<file path="src/rtl/vga_sync_monitor.sv">
`timescale 1ns/1ps
// Receive-side VGA timing monitor: recovers pixel coordinates from sampled syncs,
// measures line/frame timing, locks, and probes one pixel. Define VGA_MON_CRC_EN for frame_sig.
module vga_sync_monitor #(
    parameter int H_EXPECT    = 800,
    parameter int V_EXPECT    = 525,
    parameter int H_SYNC_POS  = 656,
    parameter int V_SYNC_POS  = 513,
    parameter int H_ACTIVE    = 640,
    parameter int V_ACTIVE    = 480,
    parameter int LOCK_FRAMES = 2,
    parameter bit SYNC_ACTIVE = 1'b1
) (
    input  logic        clk,
    input  logic        reset,
    input  logic        p_tick,
    input  logic        hsync,
    input  logic        vsync,
    input  logic [11:0] rgb,
    input  logic [9:0]  probe_x,
    input  logic [9:0]  probe_y,
    input  logic        err_clr,
    output logic [9:0]  rx_x,
    output logic [9:0]  rx_y,
    output logic        rx_active,
    output logic [9:0]  h_total,
    output logic [9:0]  v_total,
    output logic        locked,
    output logic        err,
    output logic        frame_done,
    output logic [11:0] probe_rgb,
    output logic        probe_valid
`ifdef VGA_MON_CRC_EN
    ,
    output logic [15:0] frame_sig
`endif
);

    localparam logic [9:0] LP_H_EXP  = 10'(H_EXPECT);
    localparam logic [9:0] LP_V_EXP  = 10'(V_EXPECT);
    localparam logic [9:0] LP_H_LAST = 10'(H_EXPECT - 1);
    localparam logic [9:0] LP_V_LAST = 10'(V_EXPECT - 1);
    localparam logic [9:0] LP_H_SYNC = 10'(H_SYNC_POS);
    localparam logic [9:0] LP_V_SYNC = 10'(V_SYNC_POS);
    localparam logic [9:0] LP_H_ACT  = 10'(H_ACTIVE);
    localparam logic [9:0] LP_V_ACT  = 10'(V_ACTIVE);
    localparam logic [3:0] LP_LOCK   = 4'(LOCK_FRAMES);
    localparam logic [9:0] LP_SAT    = 10'h3FF;

    typedef enum logic [1:0] {ST_IDLE, ST_ACQUIRE, ST_LOCKED} state_t;

    function automatic logic [9:0] sat_len(input logic [10:0] v);
        return v[10] ? LP_SAT : v[9:0];
    endfunction

    function automatic logic [9:0] inc_sat(input logic [9:0] v);
        return (v == LP_SAT) ? v : v + 10'd1;
    endfunction

    state_t      r_state;
    state_t      w_state_nxt;
    logic [3:0]  r_good;
    logic [3:0]  w_good_nxt;
    logic        w_err_set;
    logic        r_hs_prev;
    logic        r_vs_prev;
    logic [9:0]  r_h_cnt;
    logic [9:0]  r_line_cnt;
    logic [9:0]  r_rx_x;
    logic [9:0]  r_rx_y;
    logic        r_rx_active;
    logic [9:0]  r_h_total;
    logic [9:0]  r_v_total;
    logic        r_h_armed;
    logic        r_bad;
    logic        r_err;
    logic        r_frame_done;
    logic [11:0] r_probe_rgb;
    logic        r_probe_valid;

    logic        w_hs_act;
    logic        w_vs_act;
    logic        w_hs_edge;
    logic        w_vs_edge;
    logic [10:0] w_h_len;
    logic        w_line_bad;
    logic        w_sync_loss;
    logic        w_frame_ok;
    logic        w_x_wrap;
    logic [9:0]  w_x_nxt;
    logic [9:0]  w_y_nxt;
    logic        w_act_nxt;
    logic        w_probe_hit;

    assign w_hs_act    = (hsync == SYNC_ACTIVE);
    assign w_vs_act    = (vsync == SYNC_ACTIVE);
    assign w_hs_edge   = p_tick && w_hs_act && !r_hs_prev;
    assign w_vs_edge   = p_tick && w_vs_act && !r_vs_prev;
    assign w_h_len     = {1'b0, r_h_cnt} + 11'd1;
    // The first line after (re)acquisition starts at an arbitrary point, so it is not judged.
    assign w_line_bad  = w_hs_edge && r_h_armed && (w_h_len != 11'(H_EXPECT));
    assign w_sync_loss = p_tick && !w_hs_edge && (r_h_cnt == LP_SAT - 10'd1);
    assign w_frame_ok  = !r_bad && (r_line_cnt == LP_V_EXP);

    // Coordinates of the sample being taken on this tick.
    always_comb begin
        w_x_wrap = 1'b0;
        w_x_nxt  = r_rx_x + 10'd1;
        w_y_nxt  = r_rx_y;
        if (w_hs_edge) begin
            w_x_nxt = LP_H_SYNC;
        end else if (r_rx_x == LP_H_LAST) begin
            w_x_nxt  = '0;
            w_x_wrap = 1'b1;
        end
        if (w_vs_edge) begin
            w_y_nxt = LP_V_SYNC;
        end else if (w_x_wrap) begin
            w_y_nxt = (r_rx_y == LP_V_LAST) ? '0 : r_rx_y + 10'd1;
        end
    end

    assign w_act_nxt   = (w_x_nxt < LP_H_ACT) && (w_y_nxt < LP_V_ACT);
    assign w_probe_hit = p_tick && (r_state == ST_LOCKED) &&
                         (probe_x < LP_H_EXP) && (probe_y < LP_V_EXP) &&
                         (w_x_nxt == probe_x) && (w_y_nxt == probe_y);

    always_ff @(posedge clk or posedge reset) begin
        if (reset) begin
            r_state <= ST_IDLE;
        end else begin
            r_state <= w_state_nxt;
        end
    end

    always_comb begin
        w_state_nxt = r_state;
        w_good_nxt  = r_good;
        w_err_set   = 1'b0;
        case (r_state)
            ST_IDLE: begin
                if (w_vs_edge) begin
                    w_state_nxt = ST_ACQUIRE;
                    w_good_nxt  = '0;
                end
            end
            ST_ACQUIRE: begin
                if (w_vs_edge) begin
                    if (w_frame_ok) begin
                        w_good_nxt = r_good + 4'd1;
                        if (w_good_nxt == LP_LOCK) w_state_nxt = ST_LOCKED;
                    end else begin
                        w_good_nxt = '0;
                    end
                end
            end
            ST_LOCKED: begin
                if (w_sync_loss) begin
                    w_state_nxt = ST_IDLE;
                    w_good_nxt  = '0;
                    w_err_set   = 1'b1;
                end else if (w_line_bad || (w_vs_edge && !w_frame_ok)) begin
                    w_state_nxt = ST_ACQUIRE;
                    w_good_nxt  = '0;
                    w_err_set   = 1'b1;
                end
            end
            default: w_state_nxt = ST_IDLE;
        endcase
    end

    always_comb begin
        locked = (r_state == ST_LOCKED);
    end

    always_ff @(posedge clk or posedge reset) begin
        if (reset) begin
            r_good        <= '0;
            r_hs_prev     <= 1'b0;
            r_vs_prev     <= 1'b0;
            r_h_cnt       <= '0;
            r_line_cnt    <= '0;
            r_rx_x        <= '0;
            r_rx_y        <= '0;
            r_rx_active   <= 1'b0;
            r_h_total     <= '0;
            r_v_total     <= '0;
            r_h_armed     <= 1'b0;
            r_bad         <= 1'b0;
            r_err         <= 1'b0;
            r_frame_done  <= 1'b0;
            r_probe_rgb   <= '0;
            r_probe_valid <= 1'b0;
        end else begin
            r_frame_done  <= w_vs_edge;
            r_probe_valid <= w_probe_hit;
            if (w_err_set) begin
                r_err <= 1'b1;
            end else if (err_clr) begin
                r_err <= 1'b0;
            end
            if (p_tick) begin
                r_hs_prev   <= w_hs_act;
                r_vs_prev   <= w_vs_act;
                r_rx_x      <= w_x_nxt;
                r_rx_y      <= w_y_nxt;
                r_rx_active <= w_act_nxt;
                r_good      <= w_good_nxt;
                if (w_hs_edge) begin
                    r_h_cnt   <= '0;
                    r_h_total <= sat_len(w_h_len);
                end else begin
                    r_h_cnt <= inc_sat(r_h_cnt);
                end
                if (r_state == ST_LOCKED && w_sync_loss) begin
                    r_h_armed <= 1'b0;
                end else if (w_hs_edge) begin
                    r_h_armed <= 1'b1;
                end
                // An hsync edge coinciding with the vsync edge belongs to the new frame.
                if (w_vs_edge) begin
                    r_v_total  <= r_line_cnt;
                    r_line_cnt <= {9'd0, w_hs_edge};
                    r_bad      <= w_line_bad;
                end else begin
                    if (w_hs_edge) r_line_cnt <= inc_sat(r_line_cnt);
                    r_bad <= r_bad | w_line_bad;
                end
                if (w_probe_hit) r_probe_rgb <= rgb;
            end
        end
    end

    assign rx_x        = r_rx_x;
    assign rx_y        = r_rx_y;
    assign rx_active   = r_rx_active;
    assign h_total     = r_h_total;
    assign v_total     = r_v_total;
    assign err         = r_err;
    assign frame_done  = r_frame_done;
    assign probe_rgb   = r_probe_rgb;
    assign probe_valid = r_probe_valid;

`ifdef VGA_MON_CRC_EN
    logic [15:0] r_sig;
    logic [15:0] r_frame_sig;

    always_ff @(posedge clk or posedge reset) begin
        if (reset) begin
            r_sig       <= '0;
            r_frame_sig <= '0;
        end else if (p_tick) begin
            if (w_vs_edge) begin
                r_frame_sig <= r_sig;
                r_sig       <= '0;
            end else if (w_act_nxt) begin
                r_sig <= {r_sig[14:0], r_sig[15]} ^ {4'b0, rgb};
            end
        end
    end

    assign frame_sig = r_frame_sig;
`else
    // Frame signature logic is not built in this configuration.
`endif

endmodule

</file>
<file path="config.mk">
export PLATFORM = sky130hd
export DESIGN_NAME = vga_sync_monitor
export DESIGN_NICKNAME = d
export VERILOG_FILES = /design/src/rtl/vga_sync_monitor.sv
export SDC_FILE = /design/constraint.sdc
export NUM_CORES = 1
export LEC_CHECK = 0
export BUFFER_PORTS_ARGS = -buffer_cell sky130_fd_sc_hd__buf_4
export CORE_ASPECT_RATIO = 1.5
export CORE_MARGIN = 4
export CORE_UTILIZATION = 35
export DETAILED_ROUTE_END_ITERATION = 10
export PLACE_DENSITY = 0.61
export SLEW_MARGIN = 20
export SYNTH_ARGS = -nofsm -noshare
export SYNTH_HDL_FRONTEND = slang
export SYNTH_SLANG_ARGS = --single-unit
export TNS_END_PERCENT = 1
</file>
<file path="constraint.sdc">
create_clock -name clk -period 4.4 [get_ports clk]
set_input_delay 0.44 -clock clk [delete_from_list [all_inputs] [get_ports clk]]
set_output_delay 0.44 -clock clk [all_outputs]
set_load 0.03 [all_outputs]
</file>
* Yosys cells after proc, flatten, opt, wreduce, memory -nomap -nowiden *
Cells that the tools add are included.
W data, S select, Z words.

cells by class
  bitwise gates (word level) = 1
  reduce and logical (&&, ||, !) cells = 36
  $add $sub $neg = 6
  order comparisons = 4
  eq/ne operators = 19
  multiplexer cells = 34
  divide/modulo/power cells = 0
  shift operators = 0
  multiply operators = 0

operators with widths
  operator                 number
  $mux W10                 11
  $eq A10 B10 Y1 const B   6
  $add A10 B1 Y10 const B  4
  $lt A10 B10 Y1 const B   3
  $eq A10 B10 Y1           2
  $mux W4                  5
  $logic_and A1 B1 Y1      17
  $mux W2                  6
  $ne A2 B2 Y1 const B     6
  $pmux W4 S3              1
  $add A10 B1 Y11 const B  1
  $ne A11 B10 Y1 const B   1
  $lt A10 B9 Y1 const B    1
  $mux W1                  10
  $reduce_and A2 Y1        5
  $reduce_and A5 Y1        2
  $pmux W2 S3              1
  $reduce_bool A2 Y1       3
  $logic_not A1 Y1         5
  $add A4 B1 Y4 const B    1
  $eq A4 B2 Y1 const B     1
  $ne A3 B1 Y1 const B     1
  $reduce_and A3 Y1        1
  $reduce_bool A3 Y1       1
  other kinds (5)          5

storage, ports and cells
  ROM bits = 0
  bits in writable memories = 0
  bits of input ports = 38
  memories = 0
  latch bits = 0
  register bits after elaboration = 86
  word-level logic and storage cells = 117
  output and inout bits = 57

* Depth between registers and ports, before layout *
Gate-level depths: netlist of the first run.

  depth in word-level cells = 9
  mapped depth = 13
  gate-level depth less buffers = 10

* Least setup slack after synthesis of the first run *
No wires, ideal clock.

  kind = flip-flop to flip-flop
  start point = reg r_rx_x[0] (netlist: rx_x[0])
  end point = reg r_probe_rgb[0] (netlist: probe_rgb[0])
  data arrival time = 3.201 ns
  path slack = 1.074 ns
  data required time = 4.275 ns
  period minus slack after synthesis = 3.326 ns
  stages on the path, launching flop included = 13
  cell sequence = dfrtp_1 -> ha_1 -> buf_6 -> and4_1 -> clkbuf_1 -> nand4_1 -> or4_1 -> a21oi_1 -> xor2_1 -> nor3_2 -> nand4_2 -> buf_6 -> mux2_4

between the ends
  word-level cells in the longest chain between the ends = 8
  elaborated cells between the ends (all ways) = 13
  those cells by class = add/sub: 1; eq/ne: 3; mux: 6; reduce/logical: 3

ends and longest elaborated chain
  element                                                  RTL line  source
  start: declaration                                       69        logic [9:0] r_rx_x;
  start signal: assignment                                 205       r_rx_x <= w_x_nxt;
  branches (longest 6 deep; another with $add A10 B1 Y10)  n/a
  $logic_and A1 B1 Y1 *                                    126       (w_x_nxt == probe_x) && (w_y_nxt == probe_y);
  $reduce_and A2 Y1 (no source line) *                     n/a
  end signal: assignment                                   229       if (w_probe_hit) r_probe_rgb <= rgb;
  end: declaration                                         78        logic [11:0] r_probe_rgb;

Every way passes the cells marked *.
A chain may end at the register's enable or synchronous reset.

* Final worst setup path of the first run *
  start point = reg r_rx_x[0] (netlist: rx_x[0])
  end point = reg r_probe_rgb[4] (netlist: probe_rgb[4])

The elaborated chain is that of the path after synthesis.

==> impl_results.rst, run 1 <==
.. list-table::
   :header-rows: 1

   * - Metric
     - Value
   * - Number of buffers added by the clock tree synthesis step
     - 9
   * - Top area cells in the synthesized netlist
     - sky130_fd_sc_hd__dfrtp_1, sky130_fd_sc_hd__nand2_1, sky130_fd_sc_hd__nor2_1
   * - Number of enable-type register cells in the synthesized netlist
     - 0
   * - Count of clock tree sinks
     - 86
   * - Via total after detailed routing
     - 4734
   * - Final period demand of the worst path
     - 3.914 ns
   * - Total wire length
     - 14520 um
   * - Clock tree from TritonCTS
     - done
   * - Initial core utilization
     - 36.01%
   * - Unique cell type count in the Yosys netlist
     - 76
   * - Number of buffer cells added on primary ports
     - 94
   * - Antenna diode count
     - 0
   * - Area growth syn-to-layout
     - 20.50%
   * - Buffer count from post-CTS setup fixing
     - 0
   * - Overall routing resource usage
     - 16.89%
   * - Power consumption
     - 2.340 mW
   * - R2R Path End
     - probe_rgb[4]$_DFFE_PP0P_
   * - Maximum number of buffers from clock root to sink
     - 2
   * - Most area-hungry cell type in the Yosys netlist
     - sky130_fd_sc_hd__dfrtp_1
   * - Placer Congestion
     - 0.8937
   * - Drt pass-1 iters
     - 5
   * - Final hold viol count
     - 0
   * - Part of the Yosys area used for sequential elements
     - 40.58%
   * - Grt ovf
     - 0
   * - Row Count
     - 54
   * - Share of flip-flops with an asynchronous set or reset
     - 100.0%
   * - Final-layout setup total negative slack
     - 0 ns
   * - Largest net degree at the start of global routing
     - 47
   * - Final core area utilization
     - 43.39%
   * - Post-detailed-route via-to-cell ratio
     - 5.467
   * - Post-synth design cell area
     - 5304 um2
   * - Vias in the first global route
     - 4708
   * - Insertion delay to the later sink of the worst-skew pair
     - 0.34 ns
   * - Worst-Margin Slew
     - 0.7176 ns
   * - Placement-stage cell area
     - 6102 um2
   * - Total of endpoints with negative setup slack in the final report
     - 0
   * - IO Count
     - 95
   * - Share of the synthesized area in the top cell type
     - 40.58%
   * - Critical Path AT
     - 4.13 ns
   * - Fin Hold WS
     - 0.2007 ns
   * - Max-slew violation count
     - 0
   * - Post-synth net total
     - 634
   * - Data required time of the critical path
     - 4.61 ns
   * - Kind of end point of the critical path
     - flop
   * - Number of H-tree levels
     - 3
   * - Worst clock skew on the final layout
     - 0.01348 ns
   * - Worst reg-to-reg path cell count
     - 9
   * - Average cell area after synthesis
     - 9.035 um2
   * - Post-route ant nets
     - 0
   * - Die width
     - 108.5 um
   * - Routed wire length per instance
     - 16.77 um
   * - Final Net Count
     - 712
   * - Die height
     - 158.8 um
   * - Peak supply drop
     - 0.0001669 V
   * - Starting DRC count in detailed routing
     - 218
   * - Smallest setup slack after layout
     - 0.4864 ns
   * - CTS-repair resized insts
     - 0
   * - Number of placed instances, taps included
     - 850
   * - Global-route wire length before repair
     - 23810 um
   * - Share of layout cells above drive strength 1
     - 23.43%
   * - Post-CTS Hold Buffers
     - 0
   * - Result of the run
     - finished, final reports clean
   * - Critical path fanouts, max
     - 12
   * - Final period util
     - 88.95%
   * - Cell at the root of the clock tree
     - sky130_fd_sc_hd__clkbuf_16
   * - Die Area
     - 17230 um2
   * - Unrepaired setup endpoints after global routing
     - false
   * - DR DRC count
     - 0
   * - # fillers
     - 1501
   * - Fin area
     - 6391 um2
   * - Maximum Capacitance Violations
     - 0
   * - Initial antenna violation count
     - 0
   * - Total number of yosys warnings
     - 0
   * - Core area
     - 14730 um2
   * - P_leak
     - 2.824 nW
   * - Worst slew margin
     - 52.11%
   * - Worst setup SP type
     - flop
   * - Placement-stage worst setup slack
     - 0.5406 ns
   * - Hold/Removal Path Class
     - input pin to asynchronous set/reset pin
   * - Launch point of the critical path
     - rx_x[0]$_DFFE_PP0P_
   * - Category of the most critical setup path
     - flop to flop
   * - Half-perimeter wire length of the detailed placement result
     - 10620 um
   * - Seq cells post-synth
     - 86
   * - Pwr/cell area
     - 366.1 nW/um2
   * - Register clock-pin slew on the reported worst setup and hold paths
     - 0.07 ns
   * - Reg2Reg Launch Point
     - rx_x[0]$_DFFE_PP0P_
   * - Main synth FF type
     - sky130_fd_sc_hd__dfrtp_1
   * - Finished Layout Cells
     - 866
   * - Upper clock frequency limit
     - 0.2555 GHz
   * - Setup slack of the most critical reg-to-reg path
     - 0.49 ns
   * - Number of instances in the synthesized netlist
     - 587
## registers in the layout, indices dropped and copies added (netlist names), 2 cells and up
register,cells
h_total,10
r_line_cnt,10
probe_rgb,12
r_good,4
v_total,10
r_state,2
r_h_cnt,10
rx_x,10
rx_y,10
## how the worst max path moves through the flow
stage	end	slack [ns]	cells past startpoint
2_1_floorplan	probe_rgb[0]$_DFFE_PP0P_	1.07	12
3_3_place_gp	probe_rgb[11]$_DFFE_PP0P_	0.69	9
3_5_place_dp	probe_rgb[11]$_DFFE_PP0P_	0.54	9
4_1_cts	probe_rgb[4]$_DFFE_PP0P_	0.52	9
5_1_grt	probe_rgb[4]$_DFFE_PP0P_	0.24	9
6_report	probe_rgb[4]$_DFFE_PP0P_	0.49	9
## where the power goes
group / switching, mW / leakage (nW) / internal, mW
clock network: 0.336 / 0.137 / 0.406
registers: 0.123 / 1.12 / 0.879
logic: 0.349 / 1.57 / 0.246
## cell usage in the layout (no fill, tap or decap), drive strengths merged, types with 3 or more instances in the layout
master / n
a211oi: 6
a21o: 4
a21oi: 26
a31oi: 16
and2: 3
and3: 9
and4: 5
buf: 101
clkbuf: 10
dfrtp: 86
ha: 9
inv: 22
mux2: 20
mux2i: 7
nand2: 76
nand2b: 3
nand3: 23
nand3b: 3
nand4: 17
nor2: 59
nor2b: 4
nor3: 18
nor4: 7
nor4b: 3
o21ai: 38
o22ai: 4
o31ai: 5
or3: 9
or4b: 3
xnor2: 17
xor2: 17
## cells in the mapped netlist (16+ instances only)
library cell                n
sky130_fd_sc_hd__xnor2_1   17
sky130_fd_sc_hd__nor3_1    17
sky130_fd_sc_hd__xor2_1    17
sky130_fd_sc_hd__a31oi_1   16
sky130_fd_sc_hd__nand3_1   23
sky130_fd_sc_hd__a21oi_1   26
sky130_fd_sc_hd__nand2_1   75
sky130_fd_sc_hd__nor2_1    59
sky130_fd_sc_hd__o21ai_0   38
sky130_fd_sc_hd__clkbuf_1  18
sky130_fd_sc_hd__inv_1     19
sky130_fd_sc_hd__dfrtp_1   86
## per-layer routing
metal	share of wire, %	GRT usage, %
met5	0	0
met4	2.5	6.605
met3	5.2	2.762
met2	50	28.70
met1	42	21.11
## worst max-delay path, stage by stage (launching register included)
cell	delay, ns
sky130_fd_sc_hd__dfrtp_1	0.49
sky130_fd_sc_hd__ha_1	0.35
sky130_fd_sc_hd__and4_1	0.35
sky130_fd_sc_hd__nand4_1	0.41
sky130_fd_sc_hd__o21ai_0	0.66
sky130_fd_sc_hd__a21oi_1	0.12
sky130_fd_sc_hd__xnor2_1	0.22
sky130_fd_sc_hd__nor4b_4	0.24
sky130_fd_sc_hd__nand4_2	0.47
sky130_fd_sc_hd__mux2_4	0.46
## cells by family after synthesis
| kind of cell | after synthesis | synth area share [%] |
|---|---|---|
| AO/OA/AOI/OAI | 125 | 15.03 |
| XOR/XNOR | 34 | 5.614 |
| adder cells (fa/ha/maj) | 9 | 2.123 |
| buffers and inverters | 53 | 5.237 |
| flip-flops | 86 | 40.58 |
| multiplexers | 27 | 6.275 |
| AND/OR/NAND/NOR | 253 | 25.15 |
## cell type report
| type | instances | area [um2] | area share, % |
|---|---|---|---|
| inverters | 19 | 72.57 | 1.135 |
| repair buffers | 101 | 758.2 | 11.86 |
| multi-input cells | 448 | 2874 | 44.97 |
| clock buffers | 10 | 239.0 | 3.739 |
| well taps | 196 | 245.2 | 3.837 |
| clock inverters | 6 | 50.05 | 0.7831 |
| flip-flops and latches | 86 | 2152 | 33.67 |
Note: power is estimated with default switching activity, not from simulation.
==> run 2, diff against run 1 <==
Settings changed: ABC_AREA set to 1, CELL_PAD_IN_SITES_DETAIL_PLACEMENT set to 1, CELL_PAD_IN_SITES_GLOBAL_PLACEMENT set to 1, PLACE_DENSITY 0.61 to 0.79.
==> run 2 against run 1 <==
Effect of this change: die area down 2.1%; synthesized area down 2.2%; critical path depth up 5; first-iteration DRC count down 23%; power up 0.37%; sequential share of layout area up 0.29 points; combinational power up 5.5%; register-to-register slack better by 1.1 ns; worst hold slack worse by 0.11 ns; worst setup slack better by 1.1 ns; count of clock-buffer cells in the layout down 1; utilization up 0.24 points; critical path type unchanged; largest cell class unchanged; highest routed layer unchanged.
==> impl_results.rst, run 2 <==
.. list-table::
   :header-rows: 1

   * - Metric
     - Value
   * - Final Net Count
     - 870
   * - Multi-input logic area
     - 2561 um2
   * - Number of placed instances, taps included
     - 1008
   * - Number of instances in the synthesized netlist
     - 732
   * - Vias in the first global route
     - 5413
   * - Cell with the biggest individual delay on the critical path
     - sky130_fd_sc_hd__inv_2
   * - Maximum number of buffers from clock root to sink
     - 2
   * - Starting DRC count in detailed routing
     - 168
   * - Flip-flop count of the largest register after layout
     - 12
   * - Final period util
     - 64.92%
   * - Die width
     - 107.4 um
   * - Worst slew margin
     - 56.02%
   * - Share of flip-flops with an asynchronous set or reset
     - 100.0%
   * - Routed wire length per instance
     - 15.87 um
   * - Post-detailed-route via-to-cell ratio
     - 5.037
   * - Fraction of power spent switching nets
     - 36.80%
   * - Most frequent standard cell in the layout excluding fill and tap cells
     - sky130_fd_sc_hd__nand2_1
   * - Cell at the root of the clock tree
     - sky130_fd_sc_hd__clkbuf_16
   * - Core area
     - 14530 um2
   * - Register clock-pin slew on the reported worst setup and hold paths
     - 0.07 ns
   * - Unique cell type count in the Yosys netlist
     - 37
   * - Peak supply drop
     - 0.0002326 V
   * - Main synth FF type
     - sky130_fd_sc_hd__dfrtp_1
   * - Pwr/cell area
     - 370.6 nW/um2
   * - # fillers
     - 1900
   * - Half-perimeter wire length of the detailed placement result
     - 12600 um
   * - CP cell instances
     - inv_1, nand3_2, inv_2, nor2_4, nand2_1, nand3_1, nand2_1, nand2_1, nor2_1, nand2_1, nor2_1, nand3_1, nand2_1, nand2_1
   * - CP bufs+invs
     - 2
   * - Total of endpoints with negative setup slack in the final report
     - 0
   * - CTS-repair resized insts
     - 0
   * - Clock share of power
     - 31.9%
   * - Upper clock frequency limit
     - 0.3501 GHz
   * - Number of H-tree levels
     - 3
   * - Antenna diode count
     - 0
   * - Worst-Margin Slew
     - 0.6557 ns
   * - Busiest metal layer after global routing
     - met2
   * - Worst clock skew on the final layout
     - 0.008775 ns
   * - Unrepaired setup endpoints after global routing
     - false
   * - Largest incremental delay on the critical path
     - 0.50 ns
   * - Total number of yosys warnings
     - 0
   * - Seq cells post-synth
     - 86
   * - Top post-synthesis cells by count
     - sky130_fd_sc_hd__nand2_1, sky130_fd_sc_hd__inv_1, sky130_fd_sc_hd__dfrtp_1
   * - Finished Layout Cells
     - 1024
   * - Critical path fanouts, max
     - 25
   * - Most frequent cell on the critical path
     - sky130_fd_sc_hd__nand2_1
   * - Number of buffers added by the clock tree synthesis step
     - 9
   * - Post-route ant nets
     - 0
   * - Fin area
     - 6337 um2
   * - Met1 usage in global routing
     - 22.90%
   * - Hold/Removal Path Class
     - input pin to asynchronous set/reset pin
   * - Via total after detailed routing
     - 5158
   * - Part of the Yosys area used for sequential elements
     - 41.50%
   * - Category of the most critical setup path
     - flop to flop
   * - Post-synth net total
     - 779
   * - Global-route wire length before repair
     - 26810 um
   * - Placement-stage worst setup slack
     - 1.251 ns
   * - Die height
     - 157.1 um
   * - Final period demand of the worst path
     - 2.857 ns
   * - P_leak
     - 3.285 nW
   * - Data required time of the critical path
     - 4.63 ns
   * - Critical Path AT
     - 3.08 ns
   * - IO Count
     - 95
   * - Switching component of the power
     - 864.3 uW
   * - Number of buffer cells added on primary ports
     - 94
   * - DR DRC count
     - 0
   * - Die Area
     - 16870 um2
   * - Placement-stage cell area
     - 6056 um2
   * - CP top delay family
     - simple AND/OR/NAND/NOR gates
   * - Maximum Capacitance Violations
     - 0
   * - Post-CTS Hold Buffers
     - 0
   * - Internal power contribution
     - 1.484 mW
   * - Share of the synthesized area in the top cell type
     - 41.50%
   * - Buffer count from post-CTS setup fixing
     - 0
   * - Sequential fraction of design power
     - 41.4%
   * - Placer Congestion
     - 0.8672
   * - Average cell area after synthesis
     - 7.085 um2
   * - Post-synth design cell area
     - 5186 um2
   * - Leading cell types in the layout, fill and taps excluded
     - sky130_fd_sc_hd__nand2_1, sky130_fd_sc_hd__buf_4, sky130_fd_sc_hd__inv_1
   * - Met2 track utilization from global routing
     - 37.42%
   * - Met3 global-route usage
     - 3.119%
   * - Worst reg-to-reg path cell count
     - 14
   * - Drt pass-1 iters
     - 4
   * - Max-slew violation count
     - 0
   * - Final-layout setup total negative slack
     - 0 ns
   * - Count of clock tree sinks
     - 86
   * - Clock tree from TritonCTS
     - done
   * - Insertion delay to the later sink of the worst-skew pair
     - 0.34 ns
   * - Critical path depth in cells
     - 14
   * - Area growth syn-to-layout
     - 22.20%
   * - Share of layout cells above drive strength 1
     - 17.03%
   * - Overall routing resource usage
     - 19.89%
   * - Row Count
     - 54
   * - Top area cells in the synthesized netlist
     - sky130_fd_sc_hd__dfrtp_1, sky130_fd_sc_hd__nand2_1, sky130_fd_sc_hd__nand3_1
   * - Initial core utilization
     - 35.70%
   * - Final hold viol count
     - 0
   * - Total wire length
     - 16250 um
   * - Largest net degree at the start of global routing
     - 39
   * - Combinational cell fraction of total power
     - 26.7%
   * - Grt ovf
     - 0
   * - Most area-hungry cell type in the Yosys netlist
     - sky130_fd_sc_hd__dfrtp_1
   * - Register area
     - 2152 um2
   * - Smallest setup slack after layout
     - 1.543 ns
   * - Worst setup SP type
     - flop
   * - Number of enable-type register cells in the synthesized netlist
     - 0
   * - Most frequent cell after synthesis
     - sky130_fd_sc_hd__nand2_1
   * - Result of the run
     - finished, final reports clean
   * - Kind of end point of the critical path
     - flop
   * - Initial antenna violation count
     - 0
-- run 2: changes by cell type in the layout (fill, tap and decap cells not counted), moves of 13 or more --
cell,before,now
sky130_fd_sc_hd__nand2_1,75,233
sky130_fd_sc_hd__inv_1,18,90
sky130_fd_sc_hd__nand3_1,23,70
sky130_fd_sc_hd__xnor2_1,17,1
sky130_fd_sc_hd__a31oi_1,16,2
sky130_fd_sc_hd__o21ai_0,38,52
sky130_fd_sc_hd__nor3_1,17,4
-- run 2: worst register-to-register path, delay by kind of cell (launching register included) --
| kind | cells | cell delay [ns] |
|---|---|---|
| AND/OR/NAND/NOR | 12 | 1.81 |
| buffers and inverters | 2 | 0.57 |
| flip-flops | 1 | 0.36 |
-- run 2: layout make-up --
cell class,instances,area share (%)
multi-input cells,532,40.41
well taps,196,3.870
clock buffers,9,3.554
clock inverters,7,0.8884
inverters,96,5.706
repair buffers,98,11.61
flip-flops and latches,86,33.96
-- run 2: metal layers --
metal	vias up	part of all wire (%)
met5	-	0
met2	102	53
met4	0	2.0
li1	2547	-
met1	2493	41
met3	16	3.8
-- run 2: worst paths after layout --
check	from	endpoint	slack, ns
min reg2reg	probe_rgb[4]$_DFFE_PP0P_	probe_rgb[4]$_DFFE_PP0P_	0.47
min	reset	h_total[5]$_DFFE_PP0P_	0.09
min in group clk	rgb[2]	probe_rgb[2]$_DFFE_PP0P_	0.32
max	r_hs_prev$_DFFE_PP0P_	probe_rgb[9]$_DFFE_PP0P_	1.54
max in group asynchronous	reset	r_state[0]$_DFFE_PP0P_	3.42
max reg2reg	r_hs_prev$_DFFE_PP0P_	probe_rgb[9]$_DFFE_PP0P_	1.54
-- run 2: logic make-up (layout without fill, tap and decap cells) --
| family | after synthesis | in the layout | synth area share (%) |
|---|---|---|---|
| simple gates | 424 | 424 | 36.28 |
| fa+ha+maj | 9 | 9 | 2.171 |
| flops | 86 | 86 | 41.50 |
| compound gates | 89 | 89 | 9.240 |
| xor+xnor | 10 | 10 | 1.689 |
| buf+inv | 114 | 210 | 9.119 |
-- run 2: power groups by stage --
stage                     registers [mW]  logic (mW)  clock network [mW]
after floorplan                     1.07       0.312                   0
after global placement             0.984       0.628                   0
after detailed placement           0.987       0.635                   0
after CTS                          0.973       0.639               0.768
after global routing               0.988       0.703               0.798
final                              0.971       0.628               0.750
-- run 2: per-stage QoR --
stage	util [%]	hold slack, ns	power (mW)
global placement	41.69	0.4603	1.612
global route	43.63	0.1317	2.489
CTS	43.63	0.1054	2.380
detailed placement	41.69	0.4613	1.623
floorplan	-	0.4495	1.386
finish	43.63	0.09238	2.348
==> run 3, diff against run 2 <==
Settings changed: PLACE_DENSITY 0.79 to 0.81.
Clock period 4.4 ns to 2.4 ns, I/O delays scaled along.
==> run 3 against run 2 <==
Effect of this change: the flow now finishes with violations (negative hold slack); critical path depth up 1; routed wire length up 8.6%; design area up 8.9%; combinational power up 110%; die area unchanged; worst hold slack worse by 0.095 ns; count of clock-buffer cells in the layout unchanged; sequential power up 81%; clock power up 87%.
==> impl_results.rst, run 3 (synthesis gave the netlist of run 2 again) <==
.. list-table::
   :header-rows: 1

   * - Metric
     - Value
   * - DR DRC count
     - 0
   * - Die height
     - 157.1 um
   * - Vias in the first global route
     - 5801
   * - Upper clock frequency limit
     - 0.4406 GHz
   * - Initial core utilization
     - 35.70%
   * - Violations in the final reports
     - negative hold slack
   * - Critical Path AT
     - 2.51 ns
   * - Post-route ant nets
     - 0
   * - Share of layout cells above drive strength 1
     - 24.86%
   * - Number of H-tree levels
     - 3
   * - Via total after detailed routing
     - 5428
   * - CP top delay family
     - simple AND/OR/NAND/NOR gates
   * - Leading cell types in the layout, fill and taps excluded
     - sky130_fd_sc_hd__nand2_1, sky130_fd_sc_hd__buf_4, sky130_fd_sc_hd__inv_1
   * - Half-perimeter wire length of the detailed placement result
     - 13500 um
   * - Total wire length
     - 17640 um
   * - Data required time of the critical path
     - 2.64 ns
   * - Peak supply drop
     - 0.0004308 V
   * - Hold/Removal Path Class
     - input pin to asynchronous set/reset pin
   * - Cell with the biggest individual delay on the critical path
     - sky130_fd_sc_hd__dfrtp_1
   * - Largest net degree at the start of global routing
     - 33
   * - Fin Hold WS
     - -0.002207 ns
   * - Result of the run
     - finished, violations left
   * - Final-layout setup total negative slack
     - 0 ns
   * - Max-slew violation count
     - 0
   * - Most frequent standard cell in the layout excluding fill and tap cells
     - sky130_fd_sc_hd__nand2_1
   * - Core area
     - 14530 um2
   * - Drt pass-1 iters
     - 4
   * - Final period util
     - 94.58%
   * - Fraction of power spent switching nets
     - 37.19%
   * - Final hold viol count
     - 14
   * - Worst-Margin Slew
     - 0.7031 ns
   * - Global-route wire length before repair
     - 28800 um
   * - Routed wire length per instance
     - 16.51 um
   * - Die Area
     - 16870 um2
   * - Category of the most critical setup path
     - flop to flop
   * - Maximum number of buffers from clock root to sink
     - 2
   * - Number of buffer cells added on primary ports
     - 94
   * - Largest incremental delay on the critical path
     - 0.40 ns
   * - Total of endpoints with negative setup slack in the final report
     - 0
   * - Final core area utilization
     - 47.51%
   * - Worst setup SP type
     - flop
   * - Placer Congestion
     - 0.8888
   * - Most frequent cell on the critical path
     - sky130_fd_sc_hd__nand2_1
   * - Kind of end point of the critical path
     - flop
   * - Maximum Capacitance Violations
     - 0
   * - IO Count
     - 95
   * - Number of buffers added by the clock tree synthesis step
     - 9
   * - Overall routing resource usage
     - 21.37%
   * - Clock share of power
     - 31.2%
   * - Combinational cell fraction of total power
     - 29.9%
   * - Internal power contribution
     - 2.831 mW
   * - Fin area
     - 6902 um2
   * - Count of clock tree sinks
     - 86
   * - Placement-stage cell area
     - 6346 um2
   * - Antenna diode count
     - 0
   * - Insertion delay to the later sink of the worst-skew pair
     - 0.35 ns
   * - Unrepaired setup endpoints after global routing
     - true
   * - Grt ovf
     - 0
   * - Final period demand of the worst path
     - 2.270 ns
   * - Pwr/cell area
     - 653.0 nW/um2
   * - Worst clock skew on the final layout
     - 0.01174 ns
   * - Flip-flop count of the largest register after layout
     - 12
   * - Initial antenna violation count
     - 0
   * - CP cell instances
     - ha_4, nand2_2, nor2_8, nand4_1, nand2_2, nand3_2, nand2_1, nand2_1, nor2_1, nand2_1, nor2_2, nand3_2, buf_6, nand2_1, nand2_1
   * - Sequential fraction of design power
     - 38.9%
   * - Critical path fanouts, max
     - 6
   * - Final Net Count
     - 915
   * - Clock tree from TritonCTS
     - done
   * - Cell at the root of the clock tree
     - sky130_fd_sc_hd__clkbuf_16
   * - Die width
     - 107.4 um
   * - Switching component of the power
     - 1.676 mW
   * - Post-detailed-route via-to-cell ratio
     - 5.078
   * - P_leak
     - 3.518 nW
   * - Worst slew margin
     - 53.03%
   * - Row Count
     - 54
   * - CP bufs+invs
     - 1
   * - Area growth syn-to-layout
     - 33.08%
   * - Starting DRC count in detailed routing
     - 141
   * - Register clock-pin slew on the reported worst setup and hold paths
     - 0.08 ns
[run 3: what timing repair did]
item / CTS / global route
setup endpoints to repair: 13 / 23
gates resized for setup: 0 / 42
buffers inserted: 3 / 5
pin swaps: 2 / 18
gates cloned: 0 / 2
hold buffers: 0 / 0
[run 3: final timing paths]
check	from	end	slack, ns	cells past startpoint
max in group asynchronous	reset	r_line_cnt[0]$_DFFE_PP0P_	1.73	3
worst min register to register	probe_rgb[8]$_DFFE_PP0P_	probe_rgb[8]$_DFFE_PP0P_	0.48	2
worst max register to register	rx_x[0]$_DFFE_PP0P_	probe_rgb[7]$_DFFE_PP0P_	0.13	15
min in group clk	rgb[6]	probe_rgb[6]$_DFFE_PP0P_	0.12	3
worst min-delay path	reset	h_total[6]$_DFFE_PP0P_	-0.002	2
worst max-delay path	rx_x[0]$_DFFE_PP0P_	probe_rgb[7]$_DFFE_PP0P_	0.13	15
[run 3: per-layer routing]
layer  wire length, um  track usage [%]
met3               662            2.954
met5                 0                0
met1              6809            23.94
met2              9635            40.20
met4               537            8.785
[run 3: metrics by stage]
step | cells | setup slack (ns) | power [mW]
after floorplan | 732 | 0.1189 | 2.541
after global placement | 1043 | 0.07878 | 3.061
after CTS | 1062 | 0.03883 | 4.505
final | 1069 | 0.1301 | 4.507
after global routing | 1069 | -0.06830 | 4.775
after detailed placement | 1043 | 0.003144 | 3.092
[run 3: power groups by stage]
stage,Sequential (mW),Clock (mW),Combinational (mW)
global route,1.78,1.50,1.50
global placement,1.77,0,1.29
floorplan,1.97,0,0.572
CTS,1.75,1.43,1.32
finish,1.76,1.40,1.35
detailed placement,1.77,0,1.32
[run 3: area by class of cell]
class                      instances  area [um2]
fill                            1854        7625
clock inverter                     7       62.56
multi-input combinational        532        2731
tap                              196       245.2
timing repair buffer             142        1111
inverter                          96       367.9
timing repair inverter             1       5.005
clock buffer                       9       225.2
sequential                        86        2153
